### config.mk
export PLATFORM = sky130hd
export DESIGN_NAME = trace_chk_fifo
export DESIGN_NICKNAME = d
export VERILOG_FILES = /design/src/rtl/trace_chk_fifo.sv
export SDC_FILE = /design/constraint.sdc
export NUM_CORES = 1
export LEC_CHECK = 0
export ABC_AREA = 1
export BUFFER_PORTS_ARGS = -buffer_cell sky130_fd_sc_hd__buf_2
export CORE_MARGIN = 2
export CORE_UTILIZATION = 45
export CTS_BUF_LIST = sky130_fd_sc_hd__clkbuf_4
export CTS_CLUSTER_SIZE = 25
export DETAILED_ROUTE_END_ITERATION = 12
export GPL_TIMING_DRIVEN = 0
export SLEW_MARGIN = 20
export SYNTH_ARGS = -nofsm -noshare
export SYNTH_HDL_FRONTEND = slang
export SYNTH_SLANG_ARGS = --single-unit
### constraint.sdc
create_clock -name i_clk -period 3.6 [get_ports i_clk]
set_input_delay 0.18 -clock i_clk [delete_from_list [all_inputs] [get_ports i_clk]]
set_output_delay 0.18 -clock i_clk [all_outputs]
set_load 0.03 [all_outputs]
### src/rtl/trace_chk_fifo.sv
// trace_chk_fifo: synchronous FIFO holding packed reference trace entries.
// Ports:
//   i_clk, i_resetn   clock, async active-low reset
//   i_clr             synchronous flush (empties the FIFO)
//   i_push, i_data    write request / entry; accepted when not full, or when
//                     full and a pop happens in the same cycle
//   i_pop             read request; ignored when empty
//   o_data            head entry (valid when !o_empty)
//   o_full, o_empty   occupancy flags
module trace_chk_fifo #(
    parameter int WIDTH = 8,
    parameter int DEPTH = 4
) (
    input  logic             i_clk,
    input  logic             i_resetn,
    input  logic             i_clr,
    input  logic             i_push,
    input  logic [WIDTH-1:0] i_data,
    input  logic             i_pop,
    output logic [WIDTH-1:0] o_data,
    output logic             o_full,
    output logic             o_empty
);
    localparam int AW = $clog2(DEPTH);
    localparam int PW = AW + 1;

    logic [WIDTH-1:0] r_mem [DEPTH];
    // Pointers carry one wrap bit so full and empty are distinguishable.
    logic [PW-1:0]    r_wptr, r_rptr;
    logic             w_do_push, w_do_pop;

    assign o_empty   = (r_wptr == r_rptr);
    assign o_full    = (r_wptr[AW] != r_rptr[AW]) && (r_wptr[AW-1:0] == r_rptr[AW-1:0]);
    assign w_do_pop  = i_pop && !o_empty;
    assign w_do_push = i_push && (!o_full || w_do_pop);
    assign o_data    = r_mem[r_rptr[AW-1:0]];

    always_ff @(posedge i_clk or negedge i_resetn) begin
        if (!i_resetn) begin
            r_wptr <= '0;
            r_rptr <= '0;
        end else if (i_clr) begin
            r_wptr <= '0;
            r_rptr <= '0;
        end else begin
            if (w_do_push) r_wptr <= r_wptr + PW'(1);
            if (w_do_pop)  r_rptr <= r_rptr + PW'(1);
        end
    end

    always_ff @(posedge i_clk) begin
        if (w_do_push && !i_clr) r_mem[r_wptr[AW-1:0]] <= i_data;
    end

endmodule

# After elaboration in Yosys (flattened, before gate mapping)
# Memories as Yosys holds them, arrays and structs flattened.
# Index checks and enable logic that the tools add are counted.
# totals
reg_bits,6
mem_bits_rw,32
input_bits,13
output_inout_bits,10
word_cells,24
mem_count,1
# memory_table
name,depth,width,read_ports,rd_ports_with_merged_regs,write_ports,line,text
r_mem,4,8,1,0,1,27,logic [WIDTH-1:0] r_mem [DEPTH];
# op_classes
addsub,2
eq_ne,3
mux,6
n_reduce_logical,10
# ops
op,count
$mux 3,4
$add 3x1->3 const B,2
$logic_and 1x1->1,4
$reduce_bool 2->1,2
$eq 3x3->1,1
$logic_not 1->1,3
$eq 2x2->1,1
$mux 1,2
$logic_or 1x1->1,1
$ne 1x1->1,1

# Longest topological paths before layout
# Gate-level depths: netlist of the first run.
# depth
ltp_word,8
mapped_depth,8

# Least setup slack after synthesis of the first run
# Ideal clock, no wire load.
# synth_timing
path_type,reg2reg
from,register r_rptr[0]
to,memory r_mem[1][0] (enable)
arrival_ps,1246
required_ps,3229
setup_slack_ps,1984
path_stages_with_launch,7
n_path_buf,1
period_less_slack_ps,1616
cell_sequence,dfrtp_1 -> buf_6 -> nand2_1 -> nand2_4 -> nand4_4 -> nand3_2 -> nor2_1
# synth_between
elab_chain_cells,8
word_cells_on_any_way,11
# synth_rtl
element,line,text
start: declaration,29,"logic [PW-1:0] r_wptr, r_rptr;"
start signal: assignment,47,if (w_do_pop) r_rptr <= r_rptr + PW'(1);
$eq 3x3->1 or $eq 2x2->1 (tied branches),"32, 33",
$logic_not 1->1 or $logic_and 1x1->1 (tied branches),"34, 33",
$logic_and 1x1->1 or $logic_not 1->1 (tied branches),"34, 35",
$logic_or 1x1->1 *,35,assign w_do_push = i_push && (!o_full || w_do_pop);
$logic_and 1x1->1 *,35,
$logic_and 1x1->1 *,52,if (w_do_push && !i_clr) r_mem[r_wptr[AW-1:0]] <= i_data;
$mux 1 *,52,
$mux 1 (implied by the code) *,52,
end: declaration,27,
# Mark *: on every way between the ends. The rest lies on a longest branch, timed or not.

# Worst setup path after layout of the first run
# layout_timing
from,register r_rptr[0]
to,memory r_mem[0][3] (enable)
# The elaborated chain is that of the path after synthesis.

==> impl_metrics.toml, run 1 <==
[floorplan]
ios = 23
dieHeight_um = 65.3
core_mm2 = 0.00363
fp.dieW_um = 65.3
start_util_pct = 46.5
die_area_mm2 = 0.00426
rows = 22

[synthesis]
synthesis.area_mm2 = 0.00169
synth_cell_types = 19
synth_cells = 140
yosysWarnings = 0
ys_ff_latch = 38
synth_seq_area_share_pct = 65.7
syn_avg_cell_area_um2 = 12.1
synth_nets = 158

[drt]
dr_total_vias = 1097
wl_per_cell_um = 14.8
drt_iter0_drc = 42
drtPass1Iterations = 4
antenna_left = 0
via_per_inst = 5.03
drc = 0
postRouteWirelength_um = 3230

[final_layout]
fillers = 346
final_cell_area_mm2 = 0.00192
drive_above_1_share_pct = 25.9
nets = 188
syn_to_final_growth_pct = 13.5
final_cell_mix = "edfxtp_1, buf_2, nor2_1"
layout_commonest_cell = "edfxtp_1"
multiInputGateArea_um2 = 493
diodes = 0
regArea_mm2 = 0.00111
final_cells = 218

[flow_run]
drv_cap = 0

[cts]
cts_tree = "built"
cts.clk_slew.worst_paths_ns = 0.11
cts.path.max_buffers = 2
cts-root-buf = "clkbuf_4"
clk_latency_ns = 0.34
cts.sinks = 38
h-tree-depth = 2
post-cts-setup-buffer-count = 0
numCtsBuffers = 5

[place]
place.gp.congestion = 0.727
dp_hpwl_um = 2140
portBuffers = 22
place_area_mm2 = 0.00186
placed_cells = 210

[critical_path]
cp-start-kind = "register"
critical_path.max_fanout = 10
critPathBufInv = 1
end_kind = "register"
path_delay_family = "simple AND/OR/NAND/NOR gates"
required_ns = 3.57
cpMaxStageDelayCell = "nor2_1"
cpPeakStageDelay_ns = 0.66
cp.arrival_ns = 1.96
worstSetupPathType = "reg2reg"
path_cells = "buf_6 -> nand2_1 -> nand2_4 -> nand4_4 -> nand3_2 -> nor2_1"

[timing]
hold_viol = 0
rsz0062_at_grt = "no"
layout_min_cycle_time_ns = 1.99
setup_tns_ns = 0
clock_skew_ns = 0.00458
tightest_slew_ns = 0.850
slew_viol_final = 0
max_freq_mhz = 503
relSlewSlack_pct = 43.1
setup_viol = 0
fin_crit_sh_pct = 55.3

[power]
vdd_drop_max_mv = 0.266
p_per_area_mw_per_mm2 = 467
p_leak_nw = 0.780

[run_status]
status = "finished, final reports clean"

[global_routing]
grt_pass1_vias = 1087
grtUsageTotal_pct = 17.2
grt_antenna_before_repair = 0
grt_max_degree = 12
grt_overflow_total = 0
grt_pass1_wl_um = 5240

[worst_hold_path]
hold_path.class = "in2reg"
[worst paths after layout]
path,start,to,slack [ns],cells past startpoint
worst max-delay path,r_rptr[0],r_mem[0][3],1.61,6
worst min-delay path,i_data[0],r_mem[3][0],0.05,1
max in group asynchronous,i_resetn,r_wptr[2],3.26,2
worst max register to register,r_rptr[0],r_mem[0][3],1.61,6
worst min register to register,r_wptr[2],r_wptr[2],0.58,2
min in group asynchronous,i_resetn,r_rptr[1],0.19,2
[layout make-up]
class / count / share of cell area [%]
multi-input cells: 83 / 25.7
plain buffers: 5 / 1.63
well taps: 48 / 3.13
clock buffers: 5 / 1.96
flip-flops and latches: 38 / 57.9
repair buffers: 23 / 6.26
clock inverters: 2 / 0.522
inverters: 14 / 2.87
[cells by family (layout without fill, tap and decap cells)]
group	count (synthesis)	count (layout)	share of synthesized area (%)
and+or+nand+nor	51	51	15.8
buffers and inverters	19	49	5.11
DFF	38	38	65.7
xor gates and xnor gates	3	3	2.00
AOI/OAI and AO/OA	24	24	7.70
adders and majority gates	5	5	3.70
[routing by layer]
| metal | track usage, % | wire [um] |
|---|---|---|
| met5 | 0 | 0 |
| met3 | 5.65 | 160 |
| met4 | 7.03 | 58 |
| met2 | 28.2 | 1610 |
| met1 | 20.9 | 1400 |
[Yosys cell counts]
cell type  count  area [um2]
xor2_1         2        17.5
nand2_4        2        22.5
nand2_1       10        37.5
xnor2_2        1        16.3
dfrtp_1        6         150
nand3_2        2        20.0
nand4_4        1        21.3
nand2_2        3        18.8
ha_1           5        62.6
o21ai_0       16        80.1
edfxtp_1      32         961
o22ai_1        8        50.1
buf_6          1        11.3
inv_4          1        6.26
nand3_1        6        30.0
buf_2          4        20.0
inv_1         13        48.8
nand4_1        6        37.5
nor2_1        21        78.8
[per-stage QoR]
stage,hold WS [ns],power (mW),utilization (%),worst slack [ns]
2_1_floorplan,-0.116,0.644,-,1.98
5_1_grt,0.0270,0.941,52.8,1.47
4_1_cts,0.0366,0.903,52.8,1.56
3_3_place_gp,0.0146,0.701,51.2,1.59
3_5_place_dp,0.0174,0.705,51.2,1.57
6_report,0.0459,0.896,52.8,1.61
[state kept, by name (all words and copies together) (netlist names)]
name,count
r_mem,32
r_rptr,3
r_wptr,3
[repair_timing]
item | 4_1_cts | 5_1_grt
gates resized for setup | 0 | 0
endpoints found under the hold margin | 6 | 0
hold buffers | 1 | 0
[power breakdown]
part           total [mW]  internal (mW)  switching (mW)
clock network       0.202         0.0702           0.132
registers           0.499          0.491         0.00729
logic               0.196         0.0583           0.138
total               0.896          0.620           0.277
[worst reg2reg max path: stages (launching register included)]
cell	delay (ns)
dfrtp_1	0.41
buf_6	0.15
nand2_1	0.11
nand2_4	0.08
nand4_4	0.11
nand3_2	0.11
nor2_1	0.66
Power figures use the tool's default switching activity.
==> run 2: changes to the inputs <==
PLACE_DENSITY = 0.67   (was not set)
clock period = 1.8 ns   (was 3.6 ns; I/O delays follow)
==> run 2 against run 1 <==
Compared with the run above: critical path depth stayed put; sequential cell count stayed put; clock skew is 0.0010 ns higher; sequential power is 100% higher; non-clock buffer count is 8 higher; global-route usage is 0.86 points higher; hold slack worse by 0.0046 ns; count of clock-buffer cells in the layout stayed put; worst setup slack worse by 1.6 ns; clock power is 110% higher; utilization is 3.2 points higher; via count is 7.6% higher; critical path type is now reg2out; highest routed layer unchanged.
==> impl_metrics.toml, run 2 (synthesis results as in run 1) <==
[floorplan]
dieHeight_um = 65.3
die_area_mm2 = 0.00426
fp.dieW_um = 65.3
ios = 23
core_mm2 = 0.00363
start_util_pct = 46.5
rows = 22

[global_routing]
grt_pass1_vias = 1226
grtUsageTotal_pct = 18.0
grt_antenna_before_repair = 0
grt_overflow_total = 0
grt_pass1_wl_um = 5440
grt_max_degree = 13

[timing]
setup_tns_ns = 0
fin_crit_sh_pct = 99.3
clock_skew_ns = 0.00558
tightest_slew_ns = 0.491
slew_viol_final = 0
holdWs_ns = 0.0413
setup_viol = 0
rsz0062_at_grt = "yes"
hold_viol = 0
layout_min_cycle_time_ns = 1.79
max_freq_mhz = 560
relSlewSlack_pct = 67.2

[cts]
cts.clk_slew.worst_paths_ns = 0.11
cts-root-buf = "clkbuf_4"
cts.sinks = 38
cts.path.max_buffers = 2
post-cts-setup-buffer-count = 0
h-tree-depth = 2
cts_tree = "built"
clk_latency_ns = 0.34
numCtsBuffers = 5

[critical_path]
worstSetupPathType = "reg2out"
cp-start-kind = "register"
cp.arrival_ns = 1.70
critical_path.max_fanout = 10
required_ns = 1.71
end_kind = "output pin"

[final_layout]
diodes = 0
nets = 196
layout_commonest_cell = "edfxtp_1"
syn_to_final_growth_pct = 20.4
final_cell_mix = "edfxtp_1, buf_2, nor2_1"
drive_above_1_share_pct = 27.4
largest_reg_flops = 32

[drt]
wl_per_cell_um = 14.4
dr_total_vias = 1180
drc = 0
antenna_left = 0
drtPass1Iterations = 4
via_per_inst = 5.20
postRouteWirelength_um = 3270
drt_iter0_drc = 59

[place]
dp_hpwl_um = 2170
place.gp.congestion = 0.812
portBuffers = 22

[power]
p_leak_nw = 0.818
vdd_drop_max_mv = 0.431
p_per_area_mw_per_mm2 = 907

[flow_run]
drv_cap = 0

[run_status]
status = "finished, final reports clean"

[worst_hold_path]
hold_path.class = "in2reg"
-- run 2: through the flow --
step | instance area, um2 | power [mW] | util, % | setup WS, ns | std cells
floorplan | 1690 | 1.29 | - | 0.184 | 140
global placement | 1860 | 1.40 | 51.2 | -0.150 | 210
detailed placement | 1860 | 1.41 | 51.2 | -0.203 | 210
CTS | 2010 | 1.84 | 55.2 | -0.204 | 227
global route | 2030 | 1.93 | 56.0 | -0.121 | 227
finish | 2030 | 1.85 | 56.0 | 0.0128 | 227
-- run 2: repair_timing --
item / CTS / global route
hold buffers: 9 / 0
gates cloned: 0 / 0
setup endpoints to repair: 40 / 40
hold endpoints to repair: 38 / 0
resized for setup: 2 / 12
-- run 2: area by class of cell --
class                      count  area [um2]
buffer                         5        33.8
sequential                    38        1110
tap                           48        60.1
multi-input combinational     83         503
clock inverter                 3        16.3
clock buffer                   5        37.5
timing repair buffer          31         218
inverter                      14        55.1
fill                         330        1600
-- run 2: final timing paths --
path	start	endpoint	slack, ns	cells after the start
worst max-delay path	r_rptr[0]	o_data[6]	0.01	6
worst min-delay path	i_pop	r_rptr[0]	0.04	3
worst max register to register	r_rptr[0]	r_mem[0][2]	0.04	7
worst min register to register	r_wptr[2]	r_wptr[2]	0.59	2
max in group asynchronous	i_resetn	r_wptr[0]	1.58	2
min in group asynchronous	i_resetn	r_rptr[2]	0.08	2
-- run 2: worst max-delay path, cell delays in order (launching register included) --
cell and delay [ns]:
dfrtp_1 0.41, buf_6 0.15, inv_4 0.11, buf_4 0.20, o21ai_0 0.11, o22ai_1 0.14
clkbuf_4 0.22
-- run 2: routing by layer --
layer / GRT usage, % / vias to the layer above / routed length [um]
li1: - / 570 / -
met1: 20.1 / 589 / 1420
met2: 31.4 / 16 / 1670
met3: 4.62 / 5 / 126
met4: 9.90 / 0 / 50
met5: 0 / - / 0
-- run 2: power breakdown --
group	leakage, nW	switching (mW)	internal, mW
Combinational	0.417	0.282	0.146
Clock	0.0286	0.275	0.145
Sequential	0.372	0.0150	0.982
